===== src/rtl/usb_rx_pkg.sv =====
// Shared types and constants for the USB receive packet controller.
// CRC16 helpers are only referenced when RX_CRC16_EN is defined.
package usb_rx_pkg;

    typedef enum logic [2:0] {
        IDLE,
        RECV,
        DRAIN,
        FLUSH,
        DONE
    } state_t;

    typedef enum logic [2:0] {
        PKT_NONE  = 3'd0,
        PKT_OUT   = 3'd1,
        PKT_IN    = 3'd2,
        PKT_ACK   = 3'd3,
        PKT_NAK   = 3'd4,
        PKT_DATA0 = 3'd5,
        PKT_DATA1 = 3'd6,
        PKT_ERROR = 3'd7
    } rx_packet_t;

    localparam logic [3:0] PID_OUT   = 4'b0001;
    localparam logic [3:0] PID_IN    = 4'b1001;
    localparam logic [3:0] PID_ACK   = 4'b0010;
    localparam logic [3:0] PID_NAK   = 4'b1010;
    localparam logic [3:0] PID_DATA0 = 4'b0011;
    localparam logic [3:0] PID_DATA1 = 4'b1011;

    localparam logic [15:0] CRC16_POLY     = 16'hA001;
    localparam logic [15:0] CRC16_INIT     = 16'hFFFF;
    localparam logic [15:0] CRC16_RESIDUAL = 16'hB001;

    // Reflected CRC16 over one byte, LSB first.
    function automatic logic [15:0] crc16_byte(input logic [15:0] crc, input logic [7:0] data);
        logic [15:0] c;
        c = crc ^ {8'h00, data};
        for (int i = 0; i < 8; i++) begin
            c = c[0] ? ((c >> 1) ^ CRC16_POLY) : (c >> 1);
        end
        return c;
    endfunction

endpackage


===== src/rtl/usb_crc16_rx.sv =====
// Byte-wide USB CRC16 accumulator with synchronous clear and update enable.
// Instantiated by usb_rx_packet_ctrl only when RX_CRC16_EN is defined.
module usb_crc16_rx
    import usb_rx_pkg::*;
(
    input  logic        clk,
    input  logic        n_rst,
    input  logic        clr_i,
    input  logic        en_i,
    input  logic [7:0]  data_i,
    output logic [15:0] crc_o
);

    logic [15:0] crc_q;

    // Accumulate each written byte; restart from the seed between packets.
    always_ff @(posedge clk or negedge n_rst) begin
        if (!n_rst) begin
            crc_q <= CRC16_INIT;
        end else if (clr_i) begin
            crc_q <= CRC16_INIT;
        end else if (en_i) begin
            crc_q <= crc16_byte(crc_q, data_i);
        end
    end

    assign crc_o = crc_q;

endmodule


===== src/rtl/usb_rx_packet_ctrl.sv =====
// USB receive packet controller: pops the receiver FIFO into the endpoint
// data buffer, drops the PID byte, counts payload and classifies the packet.
// Optional build macro RX_CRC16_EN adds a CRC16 residual check on data packets.
module usb_rx_packet_ctrl
    import usb_rx_pkg::*;
#(
    parameter int MAX_DATA = 64,
    parameter int CNT_W    = 7
) (
    input  logic             clk,
    input  logic             n_rst,
    input  logic             rcving,
    input  logic             r_error,
    input  logic [3:0]       pid,
    input  logic             fifo_empty,
    input  logic [7:0]       fifo_rdata,
    output logic             fifo_ren,
    input  logic             buf_ready,
    output logic             buf_wen,
    output logic [7:0]       buf_wdata,
    output logic             rx_active,
    output logic [2:0]       rx_packet,
    output logic             rx_valid,
    output logic [CNT_W-1:0] rx_bytes,
    input  logic             rx_ack
);

    // Written-byte count at which one more byte means payload overflow.
    localparam logic [CNT_W-1:0] CNT_LIMIT = CNT_W'(MAX_DATA + 2);
    localparam logic [CNT_W-1:0] CNT_SAT   = '1;

    state_t           state_q;
    logic [CNT_W-1:0] cnt_q, cnt_d;
    logic             first_q;
    rx_packet_t       rx_packet_q;
    logic [CNT_W-1:0] rx_bytes_q;
    logic             rx_valid_q;

    logic             pop_c, wen_c, ovf_c;
    rx_packet_t       cls_code;
    logic [CNT_W-1:0] cls_bytes;
    logic             crc_ok;

`ifdef RX_CRC16_EN
    logic [15:0] crc_val;

    usb_crc16_rx u_crc (
        .clk    (clk),
        .n_rst  (n_rst),
        .clr_i  ((state_q == IDLE) || (state_q == DONE)),
        .en_i   (wen_c),
        .data_i (fifo_rdata),
        .crc_o  (crc_val)
    );

    assign crc_ok = (crc_val == CRC16_RESIDUAL);
`else
    assign crc_ok = 1'b1;
`endif

    // FIFO-to-buffer transfer strobes; the first pop of a packet is the PID.
    always_comb begin
        pop_c = 1'b0;
        wen_c = 1'b0;
        ovf_c = 1'b0;
        case (state_q)
            RECV, DRAIN: begin
                ovf_c = first_q && !fifo_empty && (cnt_q >= CNT_LIMIT);
                if (!r_error && !ovf_c && !fifo_empty && buf_ready) begin
                    pop_c = 1'b1;
                    wen_c = first_q;
                end
            end
            FLUSH: pop_c = !fifo_empty;
            default: ;
        endcase
    end

    // Saturating count of bytes written to the buffer.
    always_comb begin
        cnt_d = cnt_q;
        if (wen_c && (cnt_q != CNT_SAT)) begin
            cnt_d = cnt_q + CNT_W'(1);
        end
    end

    // Packet classification from the PID and the written-byte count.
    always_comb begin
        cls_code  = PKT_ERROR;
        cls_bytes = '0;
        case (pid)
            PID_OUT:   cls_code = PKT_OUT;
            PID_IN:    cls_code = PKT_IN;
            PID_ACK:   cls_code = PKT_ACK;
            PID_NAK:   cls_code = PKT_NAK;
            PID_DATA0: cls_code = PKT_DATA0;
            PID_DATA1: cls_code = PKT_DATA1;
            default:   cls_code = PKT_ERROR;
        endcase
        if ((pid == PID_DATA0) || (pid == PID_DATA1)) begin
            if ((cnt_q < CNT_W'(2)) || !crc_ok) begin
                cls_code = PKT_ERROR;
            end else begin
                cls_bytes = cnt_q - CNT_W'(2);
            end
        end else if (cnt_q != '0) begin
            cls_code = PKT_ERROR;
        end
    end

    // Packet sequencing FSM with registered status outputs.
    always_ff @(posedge clk or negedge n_rst) begin
        if (!n_rst) begin
            state_q     <= IDLE;
            cnt_q       <= '0;
            first_q     <= 1'b0;
            rx_packet_q <= PKT_NONE;
            rx_bytes_q  <= '0;
            rx_valid_q  <= 1'b0;
        end else begin
            cnt_q   <= cnt_d;
            first_q <= first_q | pop_c;
            case (state_q)
                IDLE: begin
                    if (rcving) begin
                        state_q <= RECV;
                        cnt_q   <= '0;
                        first_q <= 1'b0;
                    end
                end
                RECV: begin
                    if (r_error || ovf_c) begin
                        state_q <= FLUSH;
                    end else if (!rcving) begin
                        state_q <= DRAIN;
                    end
                end
                DRAIN: begin
                    if (r_error || ovf_c) begin
                        state_q <= FLUSH;
                    end else if (fifo_empty) begin
                        state_q     <= DONE;
                        rx_packet_q <= cls_code;
                        rx_bytes_q  <= cls_bytes;
                        rx_valid_q  <= 1'b1;
                    end
                end
                FLUSH: begin
                    if (fifo_empty && !rcving) begin
                        state_q     <= DONE;
                        rx_packet_q <= PKT_ERROR;
                        rx_bytes_q  <= '0;
                        rx_valid_q  <= 1'b1;
                    end
                end
                DONE: begin
                    // A following packet waits in the FIFO until the host acknowledges.
                    if (rx_ack) begin
                        rx_packet_q <= PKT_NONE;
                        rx_bytes_q  <= '0;
                        rx_valid_q  <= 1'b0;
                        cnt_q       <= '0;
                        first_q     <= 1'b0;
                        state_q     <= rcving ? RECV : IDLE;
                    end
                end
                default: state_q <= IDLE;
            endcase
        end
    end

    assign fifo_ren  = pop_c;
    assign buf_wen   = wen_c;
    assign buf_wdata = wen_c ? fifo_rdata : 8'h00;
    assign rx_active = (state_q == RECV) || (state_q == DRAIN) || (state_q == FLUSH);
    assign rx_packet = rx_packet_q;
    assign rx_bytes  = rx_bytes_q;
    assign rx_valid  = rx_valid_q;

endmodule


===== config.mk =====
export PLATFORM = sky130hd
export DESIGN_NAME = usb_rx_packet_ctrl
export DESIGN_NICKNAME = d
export VERILOG_FILES = /design/src/rtl/usb_rx_pkg.sv /design/src/rtl/usb_crc16_rx.sv /design/src/rtl/usb_rx_packet_ctrl.sv
export SDC_FILE = /design/constraint.sdc
export NUM_CORES = 1
export LEC_CHECK = 0
export BUFFER_PORTS_ARGS = -buffer_cell sky130_fd_sc_hd__buf_2
export CAP_MARGIN = 20
export CORE_ASPECT_RATIO = 0.75
export CORE_MARGIN = 4
export CORE_UTILIZATION = 45
export CTS_CLUSTER_SIZE = 25
export DETAILED_ROUTE_END_ITERATION = 10
export GPL_ROUTABILITY_DRIVEN = 1
export GPL_TIMING_DRIVEN = 0
export MAX_ROUTING_LAYER = met4
export PLACE_DENSITY = 0.8
export SLEW_MARGIN = 5
export SYNTH_ARGS = -nofsm -noshare
export SYNTH_HDL_FRONTEND = slang
export SYNTH_SLANG_ARGS = --single-unit

===== constraint.sdc =====
create_clock -name clk -period 7.2 [get_ports clk]
set_input_delay 2.16 -clock clk [delete_from_list [all_inputs] [get_ports clk]]
set_output_delay 2.16 -clock clk [all_outputs]
set_load 0.02 [all_outputs]

Yosys cells after proc, flatten, opt, wreduce, memory -nomap -nowiden --
Index checks and enable logic that the tools add are counted.
Storage, ports and cells: word-level logic and storage cells 93, bits of input ports 19, register bits after elaboration 22, output and inout bits 22
Operators by class: mux-type cells 43, magnitude comparators 2, add/subtract/negate cells 2, equality and inequality tests 18, reductions and logical operators 21, bitwise gates (word level) 1
Operator list (count):
- $mux W7 | 9
- $mux W3 | 14
- $pmux W7 S3 | 1
- $pmux W3 S6 | 1
- $pmux W3 S5 | 1
- $pmux W7 S2 | 1
- $eq A4 B4 Y1 const B | 3
- $mux W1 | 11
- $ne A2 B2 Y1 const B | 5
- $reduce_and A5 Y1 | 2
- $pmux W3 S3 | 1
- $eq A4 B2 Y1 const B | 2
- $mux W8 | 1
- $add A7 B1 Y7 const B | 1
- $ge A7 B7 Y1 const B | 1
- $logic_and A1 B1 Y1 | 7
- $lt A7 B2 Y1 const B | 1
- $ne A7 B7 Y1 const B | 1
- $reduce_bool A7 Y1 | 1
- $sub A7 B2 Y7 const B | 1
- $eq A3 B2 Y1 const B | 2
- $ne A3 B3 Y1 const B | 2
- $eq A4 B1 Y1 const B | 1
- $logic_not A1 Y1 | 4
- 9 further kinds | 13

Depth between registers and ports, before layout --
depth in word-level cells 13, mapped depth 9, mapped depth without buffers 7

Worst setup path after synthesis --
Ideal clock, no wire load.
path type input to output, start in fifo_empty, end out buf_wdata[0], data required time 5.040 ns, arrival time 3.304 ns, buffers on the path 1, slack 1.736 ns, stages on the path 5, cells stage by stage and2b_2 -> nand4_1 -> nor2_2 -> buf_2 -> and2_1
Between the ends: cells in the longest elaborated chain, start to end 10
RTL lines:
- start: declaration | RTL line usb_rx_packet_ctrl.sv:15 | input logic fifo_empty,
- $logic_not A1 Y1 * | RTL line usb_rx_packet_ctrl.sv:68, usb_rx_packet_ctrl.sv:69
- $logic_and A1 B1 Y1 (2 in series) | RTL line usb_rx_packet_ctrl.sv:68 | ovf_c = first_q && !fifo_empty && (cnt_q >= CNT_LIMIT);
- $logic_not A1 Y1 | RTL line usb_rx_packet_ctrl.sv:69 | if (!r_error && !ovf_c && !fifo_empty && buf_ready) begin
- $logic_and A1 B1 Y1 | RTL line usb_rx_packet_ctrl.sv:69
- $logic_and A1 B1 Y1 * (2 in series) | RTL line usb_rx_packet_ctrl.sv:69
- $mux W1 * | RTL line usb_rx_packet_ctrl.sv:69
- $mux W1 * | RTL line usb_rx_packet_ctrl.sv:66 | case (state_q)
- via buf_wen | RTL line usb_rx_packet_ctrl.sv:19 | output logic buf_wen,
- $mux W8 * | RTL line usb_rx_packet_ctrl.sv:174 | assign buf_wdata = wen_c ? fifo_rdata : 8'h00;
- end: declaration | RTL line usb_rx_packet_ctrl.sv:20 | output logic [7:0] buf_wdata,
Mark *: on every way through the listed nets, which the timed path passes. The rest lies on a longest branch.

Worst setup path after layout --
start in fifo_empty, end out buf_wdata[6]
Between the ends: cells in the longest elaborated chain, start to end 10
RTL lines (RTL line):
- $logic_not A1 Y1 * | usb_rx_packet_ctrl.sv:68, usb_rx_packet_ctrl.sv:69
- $logic_and A1 B1 Y1 (2 in series) | usb_rx_packet_ctrl.sv:68
- $logic_not A1 Y1 | usb_rx_packet_ctrl.sv:69
- $logic_and A1 B1 Y1 | usb_rx_packet_ctrl.sv:69
- $logic_and A1 B1 Y1 * (2 in series) | usb_rx_packet_ctrl.sv:69
- $mux W1 * | usb_rx_packet_ctrl.sv:69
- $mux W1 * | usb_rx_packet_ctrl.sv:66
- $mux W8 * | usb_rx_packet_ctrl.sv:174
Every way passes the cells marked *; elsewhere a longest branch is shown, timed or not.

==> reports/results.ini <==
[outcome]
status = completed

[setup_path]
reg2reg_slack_ns = 4.83
reg2reg_depth = 8
endpoint_kind = output port
r2r_end = state_q[0]
r2r-start = cnt_q[1]
worstSetupStartpointType = input pin
crit_required_ns = 5.04
crit_path_max_fanout = 10
worstPathArrival_ns = 3.56
crit_type = in -> out

[synth]
synthArstFlopShare = 1.00
synth_cell_type_count = 49
synth-edff-count = 0
syn_area_per_cell_um2 = 9.01
yosysTopAreaCell = dfrtp_1
synthFlopType = dfrtp_1
ys_ff_latch = 22
synth_fp_nets = 194
ys_seq_area_frac = 0.359
ys_warn_count = 0
synth.area.top_cells = dfrtp_1 (36%), ha_1 (4.1%), xnor2_1 (4.0%), and2_1 (3.7%), nor2_1 (3.7%)
synth_area_mm2 = 0.00153
yosysTopAreaCellShare = 0.359
syn_inst = 170

[route]
wl_per_cell_um = 13.2
first_pass_iters = 4
via_per_inst = 5.39
drc = 0
ant_nets = 0
drt_iter0_markers = 70
drt-total-wl_mm = 3.35
via_count = 1370

[global_routing]
grtUsageMet1 = 0.232
grt_pass1_vias = 1272
antenna_found_initial = 0
use_met3 = 0.0358
grt_pass1_wl_mm = 5.68
globalRoute.busiestLayer = met2
overflow = 0
grt_max_degree = 23
track_usage = 0.171
met2_usage = 0.260

[timing]
slew_viol_final = 0
finalCriticalPeriod_ns = 5.72
fmax_ghz = 0.175
hold_viol_final = 0
relSlewSlack = 0.356
timing_worst_slew_pin_value_ns = 0.958
setup_viol = 0
finalCritPeriodShare = 0.794
fin_skew_ns = 0.00252
setup_tns_ns = 0
rsz0062_at_grt = false

[die]
io_pins = 41
die_w_um = 75.4
start_util = 0.466
die_area_mm2 = 0.00441
rows = 18
fp.dieH_um = 58.5
core-area_mm2 = 0.00329

[cts]
htreeDepth = 1
cts_buffers = 3
cts_buffer_depth = 2
clk_latency_ns = 0.26
cts-root-buf = clkbuf_8
post_cts_resized = 0
post_cts_buffers = 0
hold_buffers = 0
cts.sinks = 22
cts_tree = built
clkTransAtPathRegs_ns = 0.08

[layout]
drive_above_1_share = 0.299
nets = 239
flow.area_growth_from_synthesis_pct = 19.9
antennaDiodeCount = 0
final_area_mm2 = 0.00184

[power]
p_total_uw = 504
swShare = 0.429
seqPwrFrac = 0.333
p_comb_frac = 0.490
p_leak_uw = 0.000907
power_density_mw_per_mm2 = 274
intPower_uw = 288
clock_power_share = 0.177
vdd.ir_drop.worst_mv = 0.143
switching_power_uw = 216

[hold_path]
hold_class = reg -> reg
min_from = rx_packet[2]
hold_path_depth = 1
holdPathEnd = rx_packet[2]

[placement]
place_hpwl_mm = 2.54
gp_congestion = 0.852
port_buffers = 40
place_area_mm2 = 0.00178

[job]
max_cap_violations = 0

[worst max-delay path, cell delays in order]
cell and delay [ns]:
buf_2 0.13, and2b_2 0.22, nand4_1 0.31, nor2_2 0.23, buf_2 0.20, and2_1 0.15, buf_2 0.16
[cell usage in the layout (no fill, tap or decap), types with 2 or more instances in the layout]
| cell type | n |
|---|---|
| buf_2 | 41 |
| dfrtp_1 | 22 |
| nor2_1 | 15 |
| nand2_1 | 14 |
| a21oi_1 | 10 |
| nor3_1 | 9 |
| and2_1 | 9 |
| inv_1 | 7 |
| xnor2_1 | 7 |
| o31ai_1 | 7 |
| nand3_1 | 5 |
| ha_1 | 5 |
| xor2_1 | 4 |
| o21ai_0 | 4 |
| nand2b_1 | 4 |
| clkbuf_8 | 4 |
| buf_4 | 3 |
| a31oi_1 | 3 |
| o21ai_1 | 3 |
| clkbuf_1 | 2 |
| buf_6 | 2 |
| and2b_2 | 2 |
| nor2_2 | 2 |
| and3_1 | 2 |
| nand3b_1 | 2 |
| o22ai_1 | 2 |
[cell usage after synthesis (all sizes together), types with 2 or more instances]
cell type / n
clkbuf: 3
xnor2: 7
nor3b: 2
nor2: 17
xor2: 4
ha: 5
inv: 7
nand2b: 4
and2b: 2
nor3: 10
nand3: 5
o211a: 2
o31ai: 7
nand2: 14
a2111oi: 2
a21oi: 10
dfrtp: 22
nand3b: 2
and2: 9
a211oi: 2
o21ai: 7
buf: 6
o22ai: 2
and3: 2
a31oi: 3
[registers in the layout (all words and copies together), names as in the netlist]
register   cells
first_q        1
state_q        3
rx_packet      3
rx_valid       1
cnt_q          7
rx_bytes       7
[stage by stage]
stage	utilization	std cells	hold WS [ns]	setup WS [ns]
after floorplan	-	170	0.544	1.74
after global placement	0.542	250	0.454	1.51
after detailed placement	0.542	250	0.470	1.49
after CTS	0.559	254	0.489	1.48
after global routing	0.559	254	0.517	1.37
final	0.559	254	0.481	1.48
[logic make-up (layout without fill, tap and decap cells)]
logic type,Yosys count,count (layout),share of synthesized area
compound gates,41,41,0.199
mux,1,1,0.00654
simple gates,74,74,0.273
fa+ha+maj,5,5,0.0408
flops,22,22,0.359
xor+xnor,11,11,0.0629
buf+inv,16,60,0.0580
[power by group through the flow]
stage | clock network (uW) | logic [uW] | registers [uW]
after global routing | 97.0 | 276 | 171
final | 89.0 | 247 | 168
after floorplan | 0 | 174 | 178
after global placement | 0 | 242 | 169
after detailed placement | 0 | 246 | 169
after CTS | 91.6 | 247 | 167
[layout make-up]
class | instances | area [um^2]
Timing Repair Buffer | 40 | 200
Multi-Input combinational cell | 132 | 892
Tap cell | 40 | 50.0
Clock buffer | 4 | 55.1
Inverter | 7 | 26.3
Fill cell | 310 | 1450
Buffer | 9 | 62.6
Sequential cell | 22 | 551
[routing by layer]
layer  vias up  wire length [um]
met5         -                 0
met4         0                38
met3         4               140
met2        27              1510
met1       645              1660
li1        694                 -
[how the worst max path moves through the flow]
stage | end | cells after the start | startpoint
after floorplan | buf_wdata[0] | 5 | fifo_empty
after global placement | buf_wdata[0] | 7 | fifo_empty
after detailed placement | buf_wdata[6] | 7 | fifo_empty
after CTS | buf_wdata[6] | 7 | fifo_empty
after global routing | buf_wdata[6] | 7 | fifo_empty
final | buf_wdata[6] | 7 | fifo_empty
No activity file was read; power rests on OpenSTA's default activity.
